File: src/rtl/ntt_bf_addr_gen.sv
`default_nettype none
// ============================================================================
//  Module   : ntt_bf_addr_gen
//  Purpose  : Butterfly sweep controller for an in-place Cooley-Tukey forward
//             NTT. Issues u/v read addresses and twiddle ROM addresses for
//             every butterfly, and delays them to produce write-back strobes
//             and addresses aligned with the PE output.
//  Revision : 1.0 - initial release
// ============================================================================
module ntt_bf_addr_gen #(
  parameter int LOGN    = 8,
  parameter int MEM_LAT = 1,
  parameter int PE_LAT  = 6
) (
  input  logic                      clk,
  input  logic                      rst,
  input  logic                      start,
  output logic                      busy,
  output logic                      done,
  output logic [$clog2(LOGN):0]     stage,
  output logic                      rd_en,
  output logic [LOGN-1:0]           rd_addr_u,
  output logic [LOGN-1:0]           rd_addr_v,
  output logic [LOGN-1:0]           tw_addr,
  output logic                      wr_en,
  output logic [LOGN-1:0]           wr_addr_u,
  output logic [LOGN-1:0]           wr_addr_v
);

  localparam int HALF = (1 << LOGN) / 2;
  localparam int D    = MEM_LAT + PE_LAT;
  localparam int SW   = $clog2(LOGN) + 1;
  localparam int FW   = $clog2(D + 1);

  typedef enum logic [1:0] {
    ST_IDLE  = 2'd0,
    ST_ISSUE = 2'd1,
    ST_FLUSH = 2'd2,
    ST_DONE  = 2'd3
  } state_t;

  state_t                 state_q, state_d;
  logic [LOGN-1:0]        b_q, b_d;
  logic [SW-1:0]          stage_q, stage_d;
  logic [FW-1:0]          flush_q, flush_d;
  logic                   busy_q, busy_d;
  logic                   done_q, done_d;
  logic                   rd_en_q, rd_en_d;
  logic [LOGN-1:0]        rd_addr_u_q, rd_addr_u_d;
  logic [LOGN-1:0]        rd_addr_v_q, rd_addr_v_d;
  logic [LOGN-1:0]        tw_addr_q, tw_addr_d;
  logic [D-1:0]           pipe_vld_q, pipe_vld_d;
  logic [D-1:0][LOGN-1:0] pipe_u_q, pipe_u_d;
  logic [D-1:0][LOGN-1:0] pipe_v_q, pipe_v_d;

  logic [SW-1:0]          sh_w;
  logic [LOGN-1:0]        len_w, g_w, k_w, u_w, v_w, tw_w;

  // Sequencing: next state, butterfly/stage/flush counters and read strobe
  always_comb begin
    state_d = state_q;
    b_d     = b_q;
    stage_d = stage_q;
    flush_d = flush_q;
    rd_en_d = 1'b0;
    case (state_q)
      ST_IDLE, ST_DONE: begin
        // DONE also accepts start so back-to-back transforms lose no cycle
        if (start) begin
          state_d = ST_ISSUE;
          b_d     = '0;
          stage_d = '0;
          flush_d = '0;
          rd_en_d = 1'b1;
        end else if (state_q == ST_DONE) begin
          state_d = ST_IDLE;
        end
      end
      ST_ISSUE: begin
        if (b_q == LOGN'(HALF - 1)) begin
          state_d = ST_FLUSH;
          flush_d = '0;
        end else begin
          b_d     = b_q + LOGN'(1);
          rd_en_d = 1'b1;
        end
      end
      ST_FLUSH: begin
        if (flush_q == FW'(D - 1)) begin
          if (stage_q == SW'(LOGN - 1)) begin
            state_d = ST_DONE;
          end else begin
            state_d = ST_ISSUE;
            stage_d = stage_q + SW'(1);
            b_d     = '0;
            rd_en_d = 1'b1;
          end
        end else begin
          flush_d = flush_q + FW'(1);
        end
      end
      default: state_d = ST_IDLE;
    endcase
    busy_d = (state_d == ST_ISSUE) || (state_d == ST_FLUSH);
    done_d = (state_d == ST_DONE);
  end

  // Butterfly address mapping for the butterfly about to be presented
  always_comb begin
    sh_w  = SW'(LOGN - 1) - stage_d;
    len_w = LOGN'(1) << sh_w;
    g_w   = b_d >> sh_w;
    k_w   = b_d & (len_w - LOGN'(1));
    u_w   = (g_w << (sh_w + SW'(1))) | k_w;
    v_w   = u_w + len_w;
    tw_w  = (LOGN'(1) << stage_d) + g_w;
    rd_addr_u_d = rd_en_d ? u_w  : '0;
    rd_addr_v_d = rd_en_d ? v_w  : '0;
    tw_addr_d   = rd_en_d ? tw_w : '0;
  end

  // Write-back delay line: read strobe and addresses shifted by D cycles
  always_comb begin
    pipe_vld_d[0] = rd_en_q;
    pipe_u_d[0]   = rd_addr_u_q;
    pipe_v_d[0]   = rd_addr_v_q;
    for (int i = 1; i < D; i++) begin
      pipe_vld_d[i] = pipe_vld_q[i-1];
      pipe_u_d[i]   = pipe_u_q[i-1];
      pipe_v_d[i]   = pipe_v_q[i-1];
    end
  end

  // State, counter, output and delay-line registers
  always_ff @(posedge clk or posedge rst) begin
    if (rst) begin
      state_q     <= ST_IDLE;
      b_q         <= '0;
      stage_q     <= '0;
      flush_q     <= '0;
      busy_q      <= 1'b0;
      done_q      <= 1'b0;
      rd_en_q     <= 1'b0;
      rd_addr_u_q <= '0;
      rd_addr_v_q <= '0;
      tw_addr_q   <= '0;
      pipe_vld_q  <= '0;
      pipe_u_q    <= '0;
      pipe_v_q    <= '0;
    end else begin
      state_q     <= state_d;
      b_q         <= b_d;
      stage_q     <= stage_d;
      flush_q     <= flush_d;
      busy_q      <= busy_d;
      done_q      <= done_d;
      rd_en_q     <= rd_en_d;
      rd_addr_u_q <= rd_addr_u_d;
      rd_addr_v_q <= rd_addr_v_d;
      tw_addr_q   <= tw_addr_d;
      pipe_vld_q  <= pipe_vld_d;
      pipe_u_q    <= pipe_u_d;
      pipe_v_q    <= pipe_v_d;
    end
  end

  assign busy      = busy_q;
  assign done      = done_q;
  assign stage     = stage_q;
  assign rd_en     = rd_en_q;
  assign rd_addr_u = rd_addr_u_q;
  assign rd_addr_v = rd_addr_v_q;
  assign tw_addr   = tw_addr_q;
  assign wr_en     = pipe_vld_q[D-1];
  assign wr_addr_u = pipe_u_q[D-1];
  assign wr_addr_v = pipe_v_q[D-1];

endmodule
`default_nettype wire

File: config.mk
export PLATFORM = sky130hd
export DESIGN_NAME = ntt_bf_addr_gen
export DESIGN_NICKNAME = d
export VERILOG_FILES = /design/src/rtl/ntt_bf_addr_gen.sv
export SDC_FILE = /design/constraint.sdc
export NUM_CORES = 1
export LEC_CHECK = 0
export CAP_MARGIN = 0
export CORE_MARGIN = 2
export CORE_UTILIZATION = 30
export CTS_CLUSTER_DIAMETER = 150
export DETAILED_ROUTE_END_ITERATION = 16
export GPL_TIMING_DRIVEN = 0
export PLACE_DENSITY = 0.56
export SETUP_SLACK_MARGIN = 0.15
export SLEW_MARGIN = 10
export SYNTH_ARGS = -nofsm -noshare
export SYNTH_HDL_FRONTEND = slang
export SYNTH_SLANG_ARGS = --single-unit
File: constraint.sdc
create_clock -name clk -period 5.55 [get_ports clk]
set_clock_uncertainty 0.1 [all_clocks]
set_input_delay 1.11 -clock clk [delete_from_list [all_inputs] [get_ports clk]]
set_output_delay 1.11 -clock clk [all_outputs]
set_load 0.02 [all_outputs]
Word-level counts from Yosys, hierarchy flattened --
Cells that the tools add are included.
Word-level totals: bits in registers 163, word-level logic and storage cells 82, output and inout bits 48
Cells by class: shift-type cells 4, multiplexer cells 27, reductions and logical operators 4, equality and inequality tests 12, bitwise logic cells 2, add/sub/neg operators 8
Operators by type and width (count):
- 8-bit two-way mux | 7
- 8-bit one-hot mux with 3 select lines | 1
- 8-bit adder | 2
- 1-bit by 4-bit << shifter with 8-bit output, first input constant | 2
- 4-bit two-way mux | 3
- 2-bit two-way mux | 5
- 3-bit two-way mux | 3
- 3-bit one-hot mux with 3 select lines | 1
- 4-bit by 1-bit adder with 4-bit output, second input constant | 2
- 8-bit by 1-bit adder with 8-bit output, second input constant | 1
- 8-bit AND | 1
- 2-bit == test, second input constant | 4
- 8-bit by 7-bit == test with 1-bit output, second input constant | 1
- 8-bit bitwise OR | 1
- 4-bit one-hot mux with 2 select lines | 1
- 8-bit by 4-bit << shifter with 8-bit output | 1
- 8-bit by 4-bit >> shifter with 8-bit output | 1
- 8-bit by 1-bit subtractor with 8-bit output, second input constant | 1
- 2-bit inequality test, second input constant | 3
- 2-bit one-hot mux with 3 select lines | 1
- 2-bit by 1-bit == test with 1-bit output, second input constant | 2
- 4-bit by 3-bit == test with 1-bit output, second input constant | 1
- 1-bit two-way mux | 4
- 3-bit by 4-bit subtractor with 4-bit output, first input constant | 1
- other kinds (7) | 7

Depth between registers and ports, before layout --
Gate-level depths: netlist of run 1.
depth after elaboration 11, gate-level depth with buffers 25

Worst setup path after synthesis of run 1 --
No wires, ideal clock.
kind input to register, from in start, to reg rd_addr_v_q[7], in the netlist rd_addr_v[7], slack 380 ps, arrival time 5001 ps, stages 20, buffers on the path 2, path through nor2b_1 -> o21ai_0 -> o311ai_4 -> clkbuf_1 -> ha_1 -> clkbuf_1 -> nand2_1 -> ha_1 -> nor2b_1 -> a21oi_1 -> inv_1 -> ha_1 -> a21o_1 -> a21oi_1 -> o21ai_0 -> o41ai_1 -> xor2_1 -> nand2_1 -> or3_1 -> nand3_1
On the way: longest elaborated chain between the ends 9, elaborated cells on any way between the ends 16
Ends and longest elaborated chain:
- from (decl) | RTL line 17 | input logic start,
- 4-bit two-way mux (*) | RTL line 69 | if (start) begin
- 4-bit one-hot mux with 2 select lines (*) | RTL line 66 | case (state_q)
- named net stage_d[0] | RTL line 44 | logic [SW-1:0] stage_q, stage_d;
- 3-bit by 4-bit subtractor with 4-bit output (*) | RTL line 110 | sh_w = SW'(LOGN - 1) - stage_d;
- 1-bit by 4-bit << shifter with 8-bit output | RTL line 111 | len_w = LOGN'(1) << sh_w;
- 8-bit by 1-bit subtractor with 8-bit output | RTL line 113 | k_w = b_d & (len_w - LOGN'(1));
- 8-bit AND | RTL line 113
- 8-bit bitwise OR | RTL line 114 | u_w = (g_w << (sh_w + SW'(1))) | k_w;
- 8-bit adder (*) | RTL line 115 | v_w = u_w + len_w;
- 8-bit two-way mux (*) | RTL line 118 | rd_addr_v_d = rd_en_d ? v_w : '0;
- named net rd_addr_v_d[7] | RTL line 50 | logic [LOGN-1:0] rd_addr_v_q, rd_addr_v_d;
- to (signal assigned) | RTL line 159 | rd_addr_v_q <= rd_addr_v_d;
- to (decl) | RTL line 50
The timed path passes the listed nets; every way through them passes the cells marked *. A chain may end at the register's enable or synchronous reset.

Final worst setup path of run 1 --
from reg state_q[0], to reg rd_addr_v_q[7], in the netlist rd_addr_v[7]
On the way: elaborated cells on any way between the ends 18
RTL lines:
- from (decl) | RTL line 42 | state_t state_q, state_d;
- from (signal assigned) | RTL line 151 | state_q <= state_d;
- 2-bit == test or 2-bit logical NOT (tied branches) | RTL line 66
- 2-bit OR reduction | RTL line 66
- 8-bit one-hot mux with 3 select lines (*) | RTL line 66
- named net b_d[1] | RTL line 43 | logic [LOGN-1:0] b_q, b_d;
- 8-bit by 4-bit >> shifter with 8-bit output | RTL line 112 | g_w = b_d >> sh_w;
- 8-bit by 4-bit << shifter with 8-bit output | RTL line 114
- 8-bit bitwise OR (*) | RTL line 114
- 8-bit adder (*) | RTL line 115
- 8-bit two-way mux (*) | RTL line 118
- named net rd_addr_v_d[7] | RTL line 50
Marks and branches as above.

==> metrics.cfg, run 1 <==
[outcome]
outcome=finished, final reports clean

[finish]
nNetsFinal=681
syn2layout_area_growth_pct=27.8
n_antenna_cell=0
final_area_um2=8580
drive_above_1_share_pct=20.1
final-instance-count-excl-fill=938

[drt]
vias=4593
drcViolationCount=0
vias_per_cell=4.90
drt_pass1_iterations=4
ant_nets=0
drt-initial-drc-count=301
post_drt_wl_per_cell_um=16.1
drt-total-wl_um=15100

[die]
dieHeight_um=154
design.core.area_um2=21900
rows=54
fp.dieArea_um2=23600
ioPinCount=51
die_x_um=154
start_util_pct=30.7

[power_and_ir_drop]
peakVddDrop_mv=0.189
p_int_mw=2.26
switchingPower_mw=0.847
switching_share_pct=27.3
leakagePower_nw=3.99
seqPwrFrac_pct=44.9
p_clk_share_pct=38.2
power_density_nw_per_um2=362
p_comb_share_pct=16.9

[yosys]
synth_top_flop_cell=dfrtp_1
synth_warnings=0
yosysTopAreaCell=dfrtp_1
netlist.area_leader.share_pct=60.7
synthArstFlopShare_pct=100
synthesis.area_um2=6720
synth_cells=558
ys_seq_area_share_pct=60.7
synth_edf_count=0
syn_area_per_cell_um2=12.0
synth.distinct_cells=73
synth_seq_cells=163
synth.area.top_cells=dfrtp_1, ha_1, nand2_1, nor2_1, buf_4
synth_nets=592

[timing]
fin_crit_sh_pct=93.9
final_max_slew_viol_count=0
tightest_slew_ns=0.640
setup_tns_ns=0
fmax_ghz=0.192
setup_viol=0
relSlewSlack_pct=57.3
fin_crit_ns=5.21
final_hold_viol_count=0
rsz0062_at_grt=false

[placed_design]
dp_cells=892
io_buffers=50
gp_congestion=0.889
place_hpwl_um=10700
place_area_um2=7650

[clock_tree]
clock-sinks=163
root_buffer=clkbuf_16
postCtsHoldBufs=0
clk-insertion-delay-late_ns=0.42
cts_tree=built
cts_buffers=17
cts_buffer_depth=2
path_clk_slew_ns=0.07
cts_htree_levels=4

[grt]
antenna_found_initial=0
grt_max_degree=40
grt_pass1_vias=4666
grt_pass1_wl_um=24500
track_usage_pct=13.1
grt_overflow=0

[setup_path]
crit_path_max_fanout=10
critPathKind=register to register
cp.arrival_ns=5.46
cp-end-kind=register
cp-start-kind=register
required_ns=5.80

[worst_hold_path]
hp-class=register to register

[job]
maxCapViolations=0

[area by class of cell]
| type | count | area [um2] |
|---|---|---|
| Tap cell | 280 | 350 |
| Inverter | 26 | 104 |
| Sequential cell | 163 | 4080 |
| Timing Repair Buffer | 70 | 703 |
| Multi-Input combinational cell | 339 | 2530 |
| Fill cell | 2109 | 13300 |
| Buffer | 30 | 216 |
| Clock inverter | 13 | 176 |
| Clock buffer | 17 | 425 |
[state kept, by name, summed over array words and instances (netlist names)]
signal      cells
pipe_v_d       48
wr_addr_v       8
rd_addr_u       8
tw_addr         8
rd_en           1
done            1
busy            1
wr_addr_u       8
stage           4
flush_q         3
state_q         2
rd_addr_v       8
pipe_u_d       48
b_q             8
pipe_vld_q      7
[cell usage after synthesis, types with 7 or more instances]
cell type and instances:
a21oi_1 23, and2_1 14, buf_4 16, clkbuf_1 9, dfrtp_1 163, ha_1 29, inv_1 24, nand2_1 42
nand2b_1 7, nand3_1 17, nor2_1 42, nor2b_1 8, nor3_1 13, o21ai_0 20, xnor2_1 9, xor2_1 7
[worst paths after layout]
kind,end,start,depth (start not counted),slack (ns)
max,rd_addr_v[7],state_q[0],21,0.34
min,pipe_v_d[31],pipe_v_d[23],0,0.24
max reg2reg,rd_addr_v[7],state_q[0],21,0.34
min reg2reg,pipe_v_d[31],pipe_v_d[23],0,0.24
max in group asynchronous,stage[3],rst,5,3.30
min in group asynchronous,pipe_v_d[41],rst,2,1.00
[metrics by stage]
stage	hold slack (ns)	utilization (%)	worst slack [ns]	total power, mW
after floorplan	0.231	-	0.380	1.71
after global placement	0.231	34.6	-1.29	1.88
after detailed placement	0.235	34.9	-1.33	1.91
after CTS	0.245	38.4	0.159	3.14
after global routing	0.246	39.2	0.102	3.28
final	0.243	39.2	0.340	3.11
[critical path, stage by stage (launching register included)]
cell	delay, ns
dfrtp_1	0.40
inv_1	0.08
ha_1	0.32
buf_2	0.19
or2_2	0.29
o311a_4	0.15
a221o_2	0.47
mux2i_2	0.22
mux2i_2	0.13
a211oi_4	0.30
buf_6	0.18
mux2i_1	0.12
mux2i_1	0.21
o21ai_0	0.12
ha_1	0.33
a21oi_2	0.20
o21ai_1	0.13
o41ai_2	0.34
xor2_1	0.30
nand2_1	0.12
or3_1	0.33
nand3_1	0.09
[layout by cell type (no fill, tap or decap), types with 6 or more instances in the layout]
cell	count
a21oi_1	20
a31oi_1	6
and2_1	14
and3_1	6
buf_4	32
clkbuf_16	17
clkdlybuf4s50_1	49
dfrtp_1	163
ha_1	25
inv_1	23
nand2_1	38
nand2b_1	6
nand3_1	16
nand4_1	6
nor2_1	40
nor2b_1	7
nor3_1	11
o211ai_1	6
o21ai_0	16
xnor2_1	8
xor2_1	7
[metal layers]
metal	track usage, %	vias up	part of all wire [%]
li1	-	2137	-
met1	16.8	2311	44
met2	21.7	123	50
met3	3.35	22	4.7
met4	4.41	0	1.7
met5	0	-	0
[power by group through the flow]
stage | Sequential (mW) | Combinational, mW | Clock (mW)
6_report | 1.39 | 0.525 | 1.19
5_1_grt | 1.41 | 0.574 | 1.29
4_1_cts | 1.40 | 0.508 | 1.23
3_5_place_dp | 1.42 | 0.491 | 0
3_3_place_gp | 1.41 | 0.468 | 0
2_1_floorplan | 1.44 | 0.268 | 0
[logic make-up after synthesis]
| group | synth area share (%) |
|---|---|
| buffers and inverters | 4.21 |
| AND/OR/NAND/NOR | 13.1 |
| AO/OA/AOI/OAI | 12.8 |
| adder cells (fa/ha/maj) | 6.00 |
| flip-flops | 60.7 |
| XOR/XNOR | 2.09 |
| multiplexers | 1.10 |
[repair_timing]
item,in CTS,in global routing
buffers inserted,8,8
resized for setup,31,33
endpoints found under the setup margin,3,1
pin swaps,6,10
(Power assumes the default switching activity.)
==> inputs of run 2 (changes only) <==
--- a/config.mk
+++ b/config.mk
@@ -6,13 +6,12 @@
 export NUM_CORES = 1
 export LEC_CHECK = 0
 export CAP_MARGIN = 0
-export CORE_MARGIN = 2
+export CORE_MARGIN = 3
 export CORE_UTILIZATION = 30
 export CTS_CLUSTER_DIAMETER = 150
 export DETAILED_ROUTE_END_ITERATION = 16
 export GPL_TIMING_DRIVEN = 0
 export PLACE_DENSITY = 0.56
-export SETUP_SLACK_MARGIN = 0.15
 export SLEW_MARGIN = 10
 export SYNTH_ARGS = -nofsm -noshare
 export SYNTH_HDL_FRONTEND = slang
==> run 2 against run 1 <==
First-iteration DRC count fell by 7.3%. Flip-flop and latch count stayed put. Die area grew 2.6%. Critical path depth is 1 higher. Routed wire length shrank 2.9%. Combinational power shrank 4.6%. Core utilization decreased by 0.51 points. Power down 3.0%. Largest power group unchanged. Via count down 0.11%. Highest routed layer unchanged.
==> metrics.cfg, run 2 (synthesized netlist as in run 1, its figures left out) <==
[outcome]
outcome=finished, final reports clean

[timing]
final_hold_viol_count=0
fin_crit_sh_pct=96.1
setup_tns_ns=0
final_max_slew_viol_count=0
relSlewSlack_pct=61.4
setup_viol=0
rsz0062_at_grt=false
fin_crit_ns=5.33
fmax_ghz=0.188
whs_ns=0.238
tightest_slew_ns=0.575
finalWorstSetupSlack_ns=0.217

[drt]
vias_per_cell=4.91
drt-initial-drc-count=279
vias=4588
drt-total-wl_um=14600
ant_nets=0
post_drt_wl_per_cell_um=15.7
drcViolationCount=0
drt_pass1_iterations=5

[grt]
grt_use_met1_pct=17.0
grt_overflow=0
top_usage_layer=met2
antenna_found_initial=0
grt_pass1_vias=4494
grt_pass1_wl_um=23800
track_usage_pct=12.4
grt_use_met3_pct=2.75
use_met2_pct=20.2
grt_max_degree=40

[clock_tree]
cts_buffers=17
clock-sinks=163
path_clk_slew_ns=0.07
clk-insertion-delay-late_ns=0.41
root_buffer=clkbuf_16
postCtsHoldBufs=0
cts_buffer_depth=2
cts_htree_levels=4
cts_tree=built

[setup_path]
crit_start=flush_q[0]
crit_path_max_fanout=12
critPathKind=register to register
cp-start-kind=register
cp.arrival_ns=5.57
required_ns=5.79
cpMaxStageDelayCell=o41ai_2
cp-end-kind=register
cp_cell_sequence=inv_1, ha_1, and2_1, buf_2, nand2_2, o311ai_4, buf_4, ha_2, nand2_1, ha_4, nor2b_1, a21oi_4, inv_1, ha_1, a21o_1, a21oi_1, o21ai_0, o41ai_2, xor2_1, nand2_1, or3_1, nand3_1
cpPeakStageDelay_ns=0.46
r2r-start=flush_q[0]

[die]
start_util_pct=30.7
rows=54
ioPinCount=51
design.core.area_um2=21900
die_x_um=156
dieHeight_um=156
fp.dieArea_um2=24200

[power_and_ir_drop]
leakagePower_nw=3.97
peakVddDrop_mv=0.175
total_power_mw=3.01
power_density_nw_per_um2=356

[finish]
final-instance-count-excl-fill=935
nNetsFinal=677
n_antenna_cell=0
drive_above_1_share_pct=17.1
final_common_cell=dfrtp_1
final_cell_mix=dfrtp_1, clkdlybuf4s50_1, nand2_1, nor2_1, buf_4
syn2layout_area_growth_pct=26.2
final_area_um2=8470
finish.utilization_pct=38.7

[placed_design]
place_hpwl_um=10600
gp_congestion=0.849
dp_cells=893
place_area_um2=7680
dp_slack_ns=-1.31
io_buffers=50

[worst_hold_path]
min_from=pipe_v_d[12]
hp-class=register to register

[job]
maxCapViolations=0

run 2: cell types whose count changed in the layout (fill, tap and decap cells not counted), sizes merged:
cell          previous run  this run
dlygate4sd2              1         0
clkbuf                  26        24
dlymetal6s2s             0         1
inv                     31        30
clkinv                   1         5
bufinv                   3         1
buf                     41        39
run 2: critical path: cells and delay by family, from the launching register on:
family	cells	cell delay [ns]
adder cells (fa/ha/maj)	4	1.12
flip-flops	1	0.42
AO/OA/AOI/OAI	6	1.66
XOR/XNOR	1	0.29
buffers and inverters	4	0.66
AND/OR/NAND/NOR	7	1.00
run 2: path summary, 6_finish.rpt:
path	to	slack (ns)	cells past startpoint
hold reg to reg	pipe_v_d[20]	0.24	0
hold / removal	pipe_v_d[20]	0.24	0
max in group asynchronous	stage[2]	3.25	6
setup reg to reg	rd_addr_v[7]	0.22	22
setup / recovery	rd_addr_v[7]	0.22	22
min in group asynchronous	pipe_v_d[42]	0.98	2
run 2: what timing repair did:
action | 4_1_cts | 5_1_grt
buffers inserted | 3 | 9
resized for setup | 16 | 23
endpoints found under the setup margin | 3 | 1
pin swaps | 2 | 7
gates cloned | 0 | 0
endpoints found under the hold margin | 0 | 0
run 2: final cells by class:
class,instances,area [um2]
plain buffers,29,194
clock buffers,17,425
clock inverters,14,149
fillers,2114,13400
inverters,26,104
multi-input cells,339,2460
flip-flops and latches,163,4080
well taps,280,350
repair buffers,67,708
run 2: metal layers:
metal,vias up,part of all wire (%)
li1,2117,-
met3,15,4.2
met2,135,49
met5,-,0
met4,0,1.2
met1,2321,45
run 2: power breakdown:
part / internal (mW) / switching, mW / total (mW)
Combinational: 0.192 / 0.309 / 0.501
Clock: 0.630 / 0.489 / 1.12
Sequential: 1.34 / 0.0525 / 1.39
==> inputs of run 3 (changes only) <==
--- a/config.mk
+++ b/config.mk
@@ -5,13 +5,14 @@
 export SDC_FILE = /design/constraint.sdc
 export NUM_CORES = 1
 export LEC_CHECK = 0
-export CAP_MARGIN = 0
+export ABC_AREA = 0
+export CAP_MARGIN = 20
 export CORE_MARGIN = 3
-export CORE_UTILIZATION = 30
+export CORE_UTILIZATION = 50
 export CTS_CLUSTER_DIAMETER = 150
 export DETAILED_ROUTE_END_ITERATION = 16
 export GPL_TIMING_DRIVEN = 0
-export PLACE_DENSITY = 0.56
+export PLACE_DENSITY = 0.81
 export SLEW_MARGIN = 10
 export SYNTH_ARGS = -nofsm -noshare
 export SYNTH_HDL_FRONTEND = slang
==> run 3 against run 2 <==
Final cell count is 11% lower. Sequential power hardly changed. Worst hold slack better by 0.0046 ns. Largest cell class unchanged. Flip-flop and latch count stayed put.
==> metrics.cfg, run 3 (synthesized netlist as in run 1, its figures left out) <==
[setup_path]
cp_cell_sequence=inv_1, ha_1, and2_1, buf_2, nand2_2, o311ai_4, inv_4, clkbuf_4, ha_1, ha_1, nand2_1, nor2_4, a21oi_2, inv_1, ha_1, a21o_1, a21oi_2, o21ai_0, o41ai_2, xor2_1, nand2_1, or3_1, nand3_1
required_ns=5.79
crit_family=compound AO/OA/AOI/OAI gates
crit_path_max_fanout=11
cpPeakStageDelay_ns=0.47
cp.arrival_ns=5.59
cp-end-kind=register
cpMostUsedCell=ha_1
critPathKind=register to register
path_buf_inv=5
cpMaxStageDelayCell=o311ai_4
cp-start-kind=register

[placed_design]
dp_slack_ns=-1.17
io_buffers=50
dp_cells=784
gp_congestion=0.891
place_hpwl_um=10200

[finish]
syn2layout_area_growth_pct=24.1
multiInputGateArea_um2=2460
final-instance-count-excl-fill=830
nFillCells=953
drive_above_1_share_pct=18.1
regArea_um2=4080
final_cell_mix=dfrtp_1, clkdlybuf4s50_1, nand2_1, nor2_1, buf_4
finish.utilization_pct=64.7
final_common_cell=dfrtp_1
nNetsFinal=679
n_antenna_cell=0

[die]
ioPinCount=51
rows=41
die_x_um=122
design.core.area_um2=12900
start_util_pct=52.2
dieHeight_um=122
fp.dieArea_um2=14900

[drt]
ant_nets=0
drt_pass1_iterations=5
drcViolationCount=0
vias=4664
post_drt_wl_per_cell_um=17.6
vias_per_cell=5.62
drt-initial-drc-count=556
drt-total-wl_um=14600

[timing]
tightest_slew_ns=0.778
fin_crit_ns=5.35
fin_crit_sh_pct=96.4
fmax_ghz=0.187
final_max_slew_viol_count=0
setup_tns_ns=0
finalWorstSetupSlack_ns=0.198
final_hold_viol_count=0
setup_viol=0
relSlewSlack_pct=48.0

[grt]
grt_overflow=0
antenna_found_initial=0
grt_pass1_vias=4625
grt_max_degree=42
grt_pass1_wl_um=23500
track_usage_pct=20.6

[clock_tree]
cts_buffers=17
cts_buffer_depth=2
cts_tree=built
path_clk_slew_ns=0.07
cts_htree_levels=4
clk-insertion-delay-late_ns=0.41
root_buffer=clkbuf_16
postCtsHoldBufs=0
clock-sinks=163

[power_and_ir_drop]
seqPwrFrac_pct=46.2
switching_share_pct=28.3
p_int_mw=2.18
p_comb_share_pct=16.5
leakagePower_nw=3.97
p_clk_share_pct=37.3
peakVddDrop_mv=0.215
power_density_nw_per_um2=364
switchingPower_mw=0.857
total_power_mw=3.03

[job]
maxCapViolations=0

[worst_hold_path]
hp-class=register to register

[outcome]
outcome=finished, final reports clean

## run 3: through the flow
stage,hold WS (ns),area [um2]
2_1_floorplan,0.231,6720
3_3_place_gp,0.233,7430
3_5_place_dp,0.235,7510
4_1_cts,0.244,8160
5_1_grt,0.243,8340
6_report,0.243,8340
## run 3: per-layer routing
layer	routed length (um)	up-vias	GRT usage, %
li1	-	2139	-
met1	6220	2309	27.0
met2	7230	181	33.5
met3	806	35	4.60
met4	331	0	8.54
met5	0	-	0
## run 3: repair_timing
item                                    4_1_cts  5_1_grt
endpoints found under the setup margin        2        1
pin swaps                                     2        7
gates cloned                                  0        1
resized for setup                            13       29
setup buffers                                 4       10
## run 3: final cells by class
type / instances / area share [%]
plain buffers: 29 / 2.37
multi-input cells: 340 / 29.5
inverters: 26 / 1.28
clock inverters: 14 / 1.68
well taps: 172 / 2.58
repair buffers: 68 / 8.41
clock buffers: 18 / 5.27
flip-flops and latches: 163 / 48.9
## run 3: power by group through the flow
stage	Combinational [mW]	Sequential, mW	Clock (mW)
floorplan	0.268	1.44	0
detailed placement	0.479	1.42	0
CTS	0.484	1.41	1.16
finish	0.500	1.40	1.13
global route	0.546	1.42	1.22
global placement	0.454	1.41	0
## run 3: worst paths after layout
kind	startpoint	to	slack [ns]	depth (start not counted)
setup / recovery	flush_q[0]	rd_addr_v[7]	0.20	23
max in group asynchronous	rst	rd_addr_v[5]	3.19	5
min in group asynchronous	rst	pipe_vld_q[6]	1.08	2
hold / removal	pipe_u_d[19]	pipe_u_d[27]	0.24	0
hold reg to reg	pipe_u_d[19]	pipe_u_d[27]	0.24	0
setup reg to reg	flush_q[0]	rd_addr_v[7]	0.20	23
